## src/rtl/soft_tbm_pkg.sv

```systemverilog
// Constants shared by the soft TBM header/trailer generator and the DAQ stream parser.
package soft_tbm_pkg;

  localparam logic [7:0] CODE_HDR1 = 8'hA0;
  localparam logic [7:0] CODE_HDR2 = 8'h80;
  localparam logic [7:0] CODE_TRL1 = 8'hE0;
  localparam logic [7:0] CODE_TRL2 = 8'hC0;

  localparam int ERR_FMT  = 0;
  localparam int ERR_EVN  = 1;
  localparam int ERR_TOK  = 2;
  localparam int ERR_OVF  = 3;
  localparam int ERR_ORPH = 4;
  localparam int ERR_W    = 5;

  typedef enum logic [1:0] {
    ST_IDLE,
    ST_HDR2,
    ST_BODY,
    ST_TRL2
  } state_t;

endpackage

```

## src/rtl/daq_event_slot.sv

```systemverilog
// Single-entry valid/ready holding register; a load into a full, unreleased slot is dropped.
module daq_event_slot #(
  parameter int W = 8
) (
  input  logic         clk,
  input  logic         reset,
  input  logic         load,
  input  logic [W-1:0] rec,
  input  logic         ready,
  output logic         valid,
  output logic [W-1:0] data,
  output logic         lost
);

  logic accept;

  // The slot frees up on the same edge the consumer takes the old record.
  assign accept = !valid || ready;
  assign lost   = load && !accept;

  // NOTE: state registers use non-blocking assignments so every flop samples pre-edge values.
  always_ff @(posedge clk) begin
    if (reset) begin
      valid <= 1'b0;
      data  <= '0;
    end else if (load && accept) begin
      valid <= 1'b1;
      data  <= rec;
    end else if (valid && ready) begin
      valid <= 1'b0;
    end
  end

endmodule

```

## src/rtl/soft_tbm_daq_parser.sv

```systemverilog
// Frames the soft TBM DAQ word stream into event records with error flags and statistics.
module soft_tbm_daq_parser #(
  parameter int CNT_W  = 12,
  parameter int STAT_W = 16
) (
  input  logic              clk,
  input  logic              reset,
  input  logic              sync,
  input  logic              din_write,
  input  logic [15:0]       din,
  input  logic              check_evn,
  output logic              ev_valid,
  input  logic              ev_ready,
  output logic [7:0]        ev_number,
  output logic [3:0]        ev_trg_pos,
  output logic [7:0]        ev_trl1,
  output logic [7:0]        ev_trl2,
  output logic [CNT_W-1:0]  ev_payload,
  output logic [4:0]        ev_err,
  output logic [STAT_W-1:0] cnt_events,
  output logic [STAT_W-1:0] cnt_errors,
  output logic [STAT_W-1:0] cnt_lost
);
  import soft_tbm_pkg::*;

  localparam int REC_W = 8 + 4 + 8 + 8 + CNT_W + ERR_W;

  state_t           state_q, state_d;
  logic [7:0]       number_q, number_d;
  logic [3:0]       trg_pos_q, trg_pos_d;
  logic [7:0]       trl1_q, trl1_d;
  logic [CNT_W-1:0] payload_q, payload_d;
  logic             fmt_q, fmt_d, ovf_q, ovf_d, orphan_q, orphan_d;
  logic [7:0]       last_evn_q, last_evn_d, next_evn;
  logic             evn_known_q, evn_known_d;

  logic             word, close, start, close_fmt, lost;
  logic [7:0]       code, close_trl2;
  logic [ERR_W-1:0] close_err;
  logic [REC_W-1:0] rec, slot_data;

  assign word     = sync && din_write;
  assign code     = din[15:8];
  assign next_evn = last_evn_q + 8'd1;

  // NOTE: every variable gets a default before any branch so no latch is inferred.
  always_comb begin
    state_d     = state_q;
    number_d    = number_q;
    trg_pos_d   = trg_pos_q;
    trl1_d      = trl1_q;
    payload_d   = payload_q;
    fmt_d       = fmt_q;
    ovf_d       = ovf_q;
    orphan_d    = orphan_q;
    last_evn_d  = last_evn_q;
    evn_known_d = evn_known_q;
    close       = 1'b0;
    start       = 1'b0;
    close_trl2  = 8'h00;
    close_fmt   = fmt_q;

    if (word) begin
      if (state_q == ST_HDR2) begin
        if (code == CODE_HDR2) begin
          trg_pos_d = din[3:0];
          state_d   = ST_BODY;
        end else begin
          fmt_d     = 1'b1;
          close_fmt = 1'b1;
          trg_pos_d = 4'h0;
        end
      end

      if (state_q == ST_TRL2) begin
        close = 1'b1;
        if (code == CODE_TRL2) begin
          close_trl2 = din[7:0];
          state_d    = ST_IDLE;
        end else begin
          close_fmt = 1'b1;
        end
      end

      // A bad second header is reinterpreted as body data in the same cycle.
      if (state_q == ST_BODY || (state_q == ST_HDR2 && code != CODE_HDR2)) begin
        if (code == CODE_TRL1) begin
          trl1_d  = din[7:0];
          state_d = ST_TRL2;
        end else if (code == CODE_HDR1) begin
          close     = 1'b1;
          close_fmt = 1'b1;
          start     = 1'b1;
        end else if (payload_q != '1) begin
          payload_d = payload_q + 1'b1;
          if (payload_d == '1) ovf_d = 1'b1;
        end
      end

      // A bad second trailer is reinterpreted as an idle-state word in the same cycle.
      if (state_q == ST_IDLE || (state_q == ST_TRL2 && code != CODE_TRL2)) begin
        if (code == CODE_HDR1) begin
          start = 1'b1;
        end else begin
          state_d  = ST_IDLE;
          orphan_d = 1'b1;
        end
      end
    end

    close_err           = '0;
    close_err[ERR_FMT]  = close_fmt;
    close_err[ERR_EVN]  = check_evn && evn_known_q &&
                          (number_q != (trl1_q[3] ? 8'h00 : next_evn));
    close_err[ERR_TOK]  = trl1_q[7] && (payload_q != '0);
    close_err[ERR_OVF]  = ovf_q;
    close_err[ERR_ORPH] = orphan_q;

    if (close) begin
      last_evn_d  = number_q;
      evn_known_d = 1'b1;
      // An orphan seen while this event closes belongs to the following event.
      if (!(word && state_q == ST_TRL2 && code != CODE_TRL2 && code != CODE_HDR1))
        orphan_d = 1'b0;
    end

    if (start) begin
      number_d  = din[7:0];
      trg_pos_d = 4'h0;
      trl1_d    = 8'h00;
      payload_d = '0;
      fmt_d     = 1'b0;
      ovf_d     = 1'b0;
      state_d   = ST_HDR2;
    end
  end

  assign rec = {number_q, trg_pos_q, trl1_q, close_trl2, payload_q, close_err};

  always_ff @(posedge clk) begin
    if (reset) begin
      state_q     <= ST_IDLE;
      number_q    <= '0;
      trg_pos_q   <= '0;
      trl1_q      <= '0;
      payload_q   <= '0;
      fmt_q       <= 1'b0;
      ovf_q       <= 1'b0;
      orphan_q    <= 1'b0;
      last_evn_q  <= '0;
      evn_known_q <= 1'b0;
      cnt_events  <= '0;
      cnt_errors  <= '0;
      cnt_lost    <= '0;
    end else begin
      state_q     <= state_d;
      number_q    <= number_d;
      trg_pos_q   <= trg_pos_d;
      trl1_q      <= trl1_d;
      payload_q   <= payload_d;
      fmt_q       <= fmt_d;
      ovf_q       <= ovf_d;
      orphan_q    <= orphan_d;
      last_evn_q  <= last_evn_d;
      evn_known_q <= evn_known_d;
      if (close && cnt_events != '1) cnt_events <= cnt_events + 1'b1;
      if (close && close_err != '0 && cnt_errors != '1) cnt_errors <= cnt_errors + 1'b1;
      if (lost && cnt_lost != '1) cnt_lost <= cnt_lost + 1'b1;
    end
  end

  daq_event_slot #(.W(REC_W)) u_slot (
    .clk   (clk),
    .reset (reset),
    .load  (close),
    .rec   (rec),
    .ready (ev_ready),
    .valid (ev_valid),
    .data  (slot_data),
    .lost  (lost)
  );

  assign {ev_number, ev_trg_pos, ev_trl1, ev_trl2, ev_payload, ev_err} = slot_data;

endmodule

```

## config.mk

```make
export PLATFORM = sky130hd
export DESIGN_NAME = soft_tbm_daq_parser
export DESIGN_NICKNAME = d
export VERILOG_FILES = /design/src/rtl/soft_tbm_pkg.sv /design/src/rtl/daq_event_slot.sv /design/src/rtl/soft_tbm_daq_parser.sv
export SDC_FILE = /design/constraint.sdc
export NUM_CORES = 1
export LEC_CHECK = 0
export CORE_ASPECT_RATIO = 1.2
export CORE_MARGIN = 3
export CORE_UTILIZATION = 35
export DETAILED_ROUTE_END_ITERATION = 7
export PLACE_DENSITY_LB_ADDON = 0.08
export SYNTH_ARGS = -nofsm -noshare
export SYNTH_HDL_FRONTEND = slang
export SYNTH_SLANG_ARGS = --single-unit
```

## constraint.sdc

```tcl
create_clock -name clk -period 3.84 [get_ports clk]
set_clock_uncertainty 0.1 [all_clocks]
set_input_delay 0.384 -clock clk [delete_from_list [all_inputs] [get_ports clk]]
set_output_delay 0.384 -clock clk [all_outputs]
set_load 0.1 [all_outputs]
```

; Word level (Yosys, flattened, before mapping)
; Cells that the tools add are included.
[word_totals]
register_bits = 140
inputBits = 22
output_inout_bits = 94
word_cells = 111
[classes]
addsub = 5
eq_ne = 16
n_mux = 41
bitwise_logic = 2
n_reduce_logical = 31
[op_table]
columns = op, count
row1 = "adder 16 x 1 -> 16 bit, second input constant", 3
row2 = "inequality test 16 bit, second input constant", 3
row3 = "== test 8 bit, second input constant", 4
row4 = two-way mux 8 bit, 4
row5 = two-way mux 1 bit, 28
row6 = "inequality test 8 bit, second input constant", 3
row7 = logical AND 1 bit, 16
row8 = two-way mux 2 bit, 8
row9 = "adder 12 x 1 -> 12 bit, second input constant", 1
row10 = "== test 12 bit, second input constant", 1
row11 = "inequality test 12 bit, second input constant", 1
row12 = nonzero test 12 bit, 1
row13 = "adder 8 x 1 -> 8 bit, second input constant", 1
row14 = inequality test 8 bit, 1
row15 = AND reduction 6 bit, 1
row16 = AND reduction 5 bit, 1
row17 = nonzero test 5 bit, 1
row18 = "== test 2 bit, second input constant", 2
row19 = two-way mux 4 bit, 1
row20 = nonzero test 2 bit, 2
row21 = logical OR 1 bit, 3
row22 = AND reduction 3 bit, 1
row23 = "== test 2 x 1 -> 1 bit, second input constant", 1
row24 = zero test 1 bit, 2
row25 = 4 further kinds, 5

; Logic depth before layout (Yosys ltp)
; Gate-level depths: netlist of the first run.
[logic_depth]
ltp_word = 12
ltp_mapped = 11
mapped_depth_nobuf = 9

; By module
; A second synthesis of the first run with hierarchy kept.
[hier_totals]
hier_cells = 766
area_unflattened_um2 = 6827.8
[by_module_without_submodules]
columns = module, n_inst, cells_each, area_each_um2, seq_area_each_um2
row1 = soft_tbm_daq_parser, 1, 565, 4712.0, 1881.8
row2 = daq_event_slot, 1, 201, 2115.8, 920.9

; Least setup slack after synthesis of the first run
; OpenSTA, ideal clock, no wires.
[synth_path]
path_type = register to register
start = register cnt_errors[8]
end = register cnt_errors[8]
setup_ps = 70
arrival_time_ps = 2901
t_required_ps = 3670
path_slack_ps = 769
stages_incl_launch_ff = 10
n_path_buf = 1
period_less_slack_ps = 3071
cell_sequence = dfxtp_1 and3_4 and3_1 and3_1 and3_1 a221o_1 or2_1 buf_6 or4_1 a21oi_1
[synth_via]
elab_chain_cells = 2
word_cells_on_any_way = 3
classes_between = 1 x add/sub / 1 x eq/ne / 1 x reduce/logical
[synth_rtl]
columns = element, line
row1 = "start, declared", soft_tbm_daq_parser.sv:21  ; output logic [STAT_W-1:0] cnt_errors,
row2 = "start signal, assigned", soft_tbm_daq_parser.sv:167  ; if (close && close_err != '0 && cnt_errors != '1) cnt_errors <= cnt_errors + 1'b1;
row3 = "parallel branches: the longest is 2 deep, another holds adder 16 x 1 -> 16 bit", --
; Parallel ways; which one is timed is not known.
; A chain may end at the register's enable or synchronous reset.

; Worst setup path in the final report of the first run
[layout_path]
start = register last_evn_q[0]
end = register cnt_errors[10]
[layout_via]
elab_chain_cells = 7
[layout_rtl]
columns = element, line
row1 = "start, declared", soft_tbm_daq_parser.sv:34  ; logic [7:0] last_evn_q, last_evn_d, next_evn;
row2 = "start signal, assigned", soft_tbm_daq_parser.sv:164  ; last_evn_q <= last_evn_d;
row3 = adder 8 x 1 -> 8 bit, soft_tbm_daq_parser.sv:44  ; assign next_evn = last_evn_q + 8'd1;
row4 = two-way mux 8 bit, soft_tbm_daq_parser.sv:114  ; (number_q != (trl1_q[3] ? 8'h00 : next_evn));
row5 = inequality test 8 bit, soft_tbm_daq_parser.sv:114
row6 = logical AND 1 bit, soft_tbm_daq_parser.sv:113  ; close_err[ERR_EVN] = check_evn && evn_known_q &&
row7 = nonzero test 5 bit, soft_tbm_daq_parser.sv:167
row8 = logical AND 1 bit (2 in a row), soft_tbm_daq_parser.sv:167
; Every way passes these cells.

==> impl_results.md, run 1 <==
* Status: completed
* Antenna Cells at 0
* Total Neg Setup Slack at 0 ns
* Maximum VDD drop at 0.267 mV
* CTS tree: built
* Leak Pwr at 2.71 nW
* Synth warn at 0
* Worst Setup Start Kind: flip-flop
* Core area at 17200 sq um
* Share of the synthesized area in the top cell type at 45.0%
* Min-Delay Path Class: flip-flop to flip-flop
* Critical Path RT at 4.01 ns
* Cts hold-fix bufs at 0
* Placed insts at 1063
* Tot GR Track Use at 17.8%
* Die H at 152 microns
* Final Hold Viols at 0
* Clock Tree Root: clkbuf_16
* Io pins at 116
* H-tree levels at 4
* # port buffers at 115
* Initial antenna violation count at 0
* Area contributors post-synth: dfxtp_1 45%, nand2_1 8.8%, a21oi_1 6.7%, nor2_1 4.6%, xor2_1 4.6%
* Post-route clock period utilization at 81.3%
* Vias at 5602
* Largest net degree at the start of global routing at 65
* First-pass GRT wire length at 28200 microns
* Synthesized area per cell at 8.15 sq um
* Crit Path Max Fanout at 17
* Final WS setup at 0.717 ns
* FMAX at 320 MHz
* EDFF count, synth at 0
* Rows at 52
* HPWL after DPL at 12100 microns
* Synth unique cells at 61
* Die area at 19500 sq um
* Worst r2r src: last_evn_q[0]
* Fin crit period at 3.12 ns
* Rel. slew slack at 33.3%
* Cts repair resizes at 0
* Slew @ Worst Pin at 0.997 ns
* Post-synth top cells: 146 x nand2_1, 140 x dfxtp_1, 84 x a21oi_1
* Final Max Tran Viols at 0
* DRT iter0 DRCs at 416
* Routed wire per std cell at 15.5 microns
* Final WL at 16900 microns
* Placement Cell Area at 7560 sq um
* Final Non-Filler Cells at 1094
* Reg2reg end: cnt_errors[10]
* Nets at 895
* Crit path from: last_evn_q[0]
* Area growth from synthesis to layout at 31.0%
* Syn Nets at 794
* Area of the mapped netlist at 6230 sq um
* # setup viols final at 0
* Arr. time, crit path at 3.29 ns
* Leading area contributor after synthesis: dfxtp_1
* Total power density per cell area at 396 nW/um^2
* Worst-path clk slew at 0.06 ns
* Fill count at 1714
* Max Cap Viol at 0
* Drc violations at 0
* Main flop type after synthesis: dfxtp_1
* Num Clock Sinks at 140
* GP Congestion at 0.851
* Critical setup path kind: flip-flop to flip-flop
* Final antenna-violating net count at 0
* Setup crit end: cnt_errors[10]
* Sequential area share after synthesis at 45.0%
* First-pass detailed-route iteration total at 4
* Clock Latency Late Sink at 0.42 ns
* Horiz. Die Dim at 128 microns
* R2R depth at 9
* Post-Syn Instances at 765
* Vias per cell at 5.12
* Number of global-route vias before repair at 5558
* Setup WS pre-CTS at 0.284 ns
* Setup crit end kind: flip-flop
* RSZ-0062 raised after global routing: false
* Clk buf depth at 2
* Async SR Flop Fraction at 0%
* Initial core utilization at 36.3%
* R2R Setup Slk at 0.72 ns
* Fraction of layout cells with a size suffix above 1 at 5.58%
* Flops & latches, synth at 140
* Post-CTS Setup Bufs at 0
* Most instantiated library cell after synthesis: nand2_1
* TritonCTS buffer count at 17
* Fin area at 8170 sq um
* Total gr overflow at 0
[worst max-delay path, cell delays in order (launching register included)]
cell and delay (ns):
dfxtp_1 0.43, ha_1 0.31, xor2_1 0.15, or4b_1 0.47, a311oi_1 0.27, and4_1 0.27
o2111a_2 0.28, or2_1 0.42, or4_1 0.20, a21oi_1 0.07
[sequential cells by signal, summed over array words and instances, names as in the netlist]
name and cells:
trg_pos_q 4, orphan_q 1, payload_q 12, last_evn_q 8, cnt_errors 16, ovf_q 1, number_q 8, evn_known_q 1
u_slot.data 45, trl1_q 8, u_slot.valid 1, cnt_events 16, cnt_lost 16, state_q 2, fmt_q 1
[stage by stage]
stage,util (%),total power [mW],hold slack [ns]
CTS,47.5,3.28,0.354
global route,47.5,3.35,0.377
finish,47.5,3.24,0.354
floorplan,-,1.52,0.331
global placement,44.0,1.56,0.339
detailed placement,44.0,1.56,0.346
[how the worst min path moves through the flow]
stage	startpoint	end	slack (ns)	depth (start not counted)
2_1_floorplan	trl1_q[0]	u_slot.data[25]	0.33	2
3_3_place_gp	trg_pos_q[2]	u_slot.data[35]	0.34	2
3_5_place_dp	u_slot.data[28]	u_slot.data[28]	0.35	2
4_1_cts	u_slot.data[28]	u_slot.data[28]	0.35	2
5_1_grt	trl1_q[2]	u_slot.data[27]	0.38	2
6_report	u_slot.data[19]	u_slot.data[19]	0.35	2
[cell usage in the layout, fill, tap and decap left out, types with 4 or more instances in the layout]
cell	Yosys	routed
nand2_1	146	146
dfxtp_1	140	140
clkdlybuf4s50_1	0	114
a21oi_1	84	84
nor2_1	77	76
nand3_1	41	40
xor2_1	33	33
nand4_1	18	18
clkbuf_16	0	17
and3_1	15	15
xnor2_1	15	15
inv_1	14	14
o21ai_0	14	14
or3_1	14	14
mux2i_1	13	13
nor3_1	9	9
nor2b_1	7	7
ha_1	7	7
buf_4	0	7
or4_1	6	6
and2_1	5	5
nand2b_1	5	5
a31oi_1	5	5
and4_1	5	5
o31ai_1	4	4
a22oi_1	4	4
clkbuf_1	33	4
bufinv_16	0	4
clkinv_2	0	4
[cells by family (layout without fill, tap and decap cells)]
| group | after synthesis | in the layout | share of synthesized area [%] |
|---|---|---|---|
| and+or+nand+nor | 366 | 366 | 28.1 |
| DFF | 140 | 140 | 45.0 |
| AOI/OAI and AO/OA | 135 | 135 | 12.6 |
| buffers and inverters | 54 | 167 | 3.55 |
| xor gates and xnor gates | 49 | 49 | 7.10 |
| muxes | 13 | 13 | 2.09 |
| adders and majority gates | 8 | 8 | 1.63 |
[final cells by class]
type	instances	area [sq um]	area share (%)
Clock buffer	23	468	5.73
Clock inverter	8	140	1.72
Inverter	14	52.6	0.644
Multi-Input combinational cell	571	3220	39.4
Sequential cell	140	2800	34.3
Tap cell	216	270	3.31
Timing Repair Buffer	122	1210	14.9
[report_power, final]
group	internal, mW	total [mW]	switching, mW
clock	1.11	1.71	0.596
combinational	0.0269	0.0729	0.0460
sequential	1.45	1.45	0.00115
[routing by layer]
metal / global-route usage [%] / share of wire, % / up-vias
li1: - / - / 2842
met1: 21.9 / 44 / 2638
met2: 30.1 / 51 / 109
met3: 4.45 / 4.1 / 13
met4: 5.92 / 1.2 / 0
met5: 0 / 0 / -
Note: power is estimated with default switching activity, not from simulation.
==> run 2, diff against run 1 <==
- clock period: 3.84 -> 3.25 ns (I/O delays scaled with it)
==> run 2 against run 1 <==
Net effect: clock power rose by 26%; global-route usage shrank 0.22 points; critical path type unchanged; hold slack worse by 0.057 ns; critical path depth increased by 1; count of clock-buffer cells in the layout is 2 lower; largest power group unchanged; cell count up 1.4%; wire length grew 0.13%; sequential power increased by 19%; register-to-register slack worse by 0.50 ns; worst setup slack got worse by 0.50 ns; combinational power rose by 25%; core utilization grew 0.82 points.
==> impl_results.md, run 2 (synthesis gave the netlist of run 1 again) <==
* Status: completed
* Crit path from: last_evn_q[0]
* Final Max Tran Viols at 0
* Fin area at 8310 sq um
* Routed wire per std cell at 15.3 microns
* Placement Cell Area at 7650 sq um
* HPWL after DPL at 12000 microns
* Rel. slew slack at 33.0%
* Fraction of layout cells with a size suffix above 1 at 8.51%
* Clock network power share at 54.4%
* Most common cell after layout, fill and taps aside: nand2_1
* Slew @ Worst Pin at 1.00 ns
* H-tree levels at 4
* Setup WS pre-CTS at -0.104 ns
* Reg power frac at 43.3%
* Total power density per cell area at 477 nW/um^2
* Initial core utilization at 36.3%
* Critical setup path kind: flip-flop to flip-flop
* Final Util at 48.4%
* CTS tree: built
* Drc violations at 0
* Leak Pwr at 2.81 nW
* DRT iter0 DRCs at 301
* Int Pwr at 3.17 mW
* Crit Path Max Fanout at 10
* Final Hold Viols at 0
* Clk buf depth at 2
* Post-CTS Setup Bufs at 0
* Number of flip-flops in the largest register at 45
* Maximum VDD drop at 0.324 mV
* Arr. time, crit path at 3.22 ns
* Critical path's top delay family: simple AND/OR/NAND/NOR gates
* Comb power frac at 2.3%
* Die area at 19500 sq um
* Sw frac at 20.0%
* Vias at 5701
* Vias per cell at 5.14
* Largest net degree at the start of global routing at 54
* Max Cap Viol at 0
* Final WS setup at 0.214 ns
* Num Clock Sinks at 140
* Die H at 152 microns
* Reg2reg end: cnt_errors[7]
* GP Congestion at 0.791
* # setup viols final at 0
* Io pins at 116
* TritonCTS buffer count at 17
* Horiz. Die Dim at 128 microns
* Clock Latency Late Sink at 0.42 ns
* Hold path depth at 2
* CP Cell Sequence: ha_1 -> xor2_1 -> or4b_1 -> a311oi_1 -> and4_1 -> o2111a_2 -> or2_1 -> buf_4 -> or3_1 -> a21oi_1
* First-pass GRT wire length at 27900 microns
* Final Power at 3.96 mW
* RSZ-0062 raised after global routing: false
* First-pass detailed-route iteration total at 4
* FMAX at 329 MHz
* R2R depth at 10
* Number of global-route vias before repair at 5515
* R2R Setup Slk at 0.21 ns
* Final Hold Slack at 0.298 ns
* Clock Tree Root: clkbuf_16
* Tot GR Track Use at 17.6%
* Worst r2r src: last_evn_q[0]
* Post-route clock period utilization at 93.4%
* Cts hold-fix bufs at 0
* Antenna Cells at 0
* Area growth from synthesis to layout at 33.2%
* Placed insts at 1078
* Rows at 52
* Final antenna-violating net count at 0
* Nets at 910
* CP bufs+invs at 1
* Total gr overflow at 0
* Core area at 17200 sq um
* Most frequent cells in the layout: 146 x nand2_1, 140 x dfxtp_1, 105 x clkdlybuf4s50_1
* Final Non-Filler Cells at 1109
* Setup crit end kind: flip-flop
* Worst Setup Start Kind: flip-flop
* Cts repair resizes at 0
* CP max stage delay at 0.47 ns
* Hold Path End: evn_known_q
* CP max stage cell: or4b_1
* # port buffers at 115
* Total Neg Setup Slack at 0 ns
* Most flop-heavy register: u_slot.data
* Critical Path RT at 3.43 ns
* Final WL at 16900 microns
* Hold_sp: reset
* Worst-path clk slew at 0.06 ns
* P_sw at 0.793 mW
* Fin crit period at 3.04 ns
* Min-Delay Path Class: primary input to flip-flop
* Initial antenna violation count at 0
* Fill count at 1692
[run 2: cell types whose count changed in the layout (fill, tap and decap cells not counted)]
cell,delta
bufinv_16,+1
clkinvlp_4,+2
clkbuf_1,-3
buf_4,+24
clkbuf_8,+1
clkinv_2,-3
clkdlybuf4s50_1,-9
clkinv_4,+2
[run 2: worst max path at each step]
stage | end | slack, ns | cells after the start
floorplan | cnt_errors[8] | 0.18 | 9
global placement | cnt_errors[4] | -0.04 | 11
detailed placement | cnt_errors[7] | -0.10 | 11
CTS | cnt_errors[7] | 0.22 | 10
global route | cnt_errors[7] | 0.01 | 10
finish | cnt_errors[7] | 0.21 | 10
[run 2: power groups by stage]
stage	Combinational [mW]	Sequential [mW]	Clock [mW]
floorplan	0.0397	1.76	0
CTS	0.0922	1.72	2.21
finish	0.0910	1.72	2.16
detailed placement	0.0918	1.76	0
global placement	0.0906	1.76	0
global route	0.0976	1.72	2.28
[run 2: layout make-up]
type	instances	area [sq um]	share of cell area, %
timing repair buffer	137	1300	15.7
inverter	14	52.6	0.633
multi-input combinational	571	3220	38.7
sequential	140	2800	33.7
tap	216	270	3.25
clock inverter	10	188	2.26
clock buffer	21	470	5.66
[run 2: layer usage]
layer  global-route usage [%]  part of all wire, %  vias up
met5                        0                    0        -
met4                     6.27                  1.3        0
met3                     4.03                  3.9       14
met2                     30.5                   52      117
met1                     21.0                   43     2705
li1                         -                    -     2865
[run 2: worst register-to-register path, stage by stage, from the launching register on]
cell	delay, ns
dfxtp_1	0.44
ha_1	0.31
xor2_1	0.15
or4b_1	0.47
a311oi_1	0.26
and4_1	0.27
o2111a_2	0.24
or2_1	0.29
buf_4	0.20
or3_1	0.10
a21oi_1	0.06
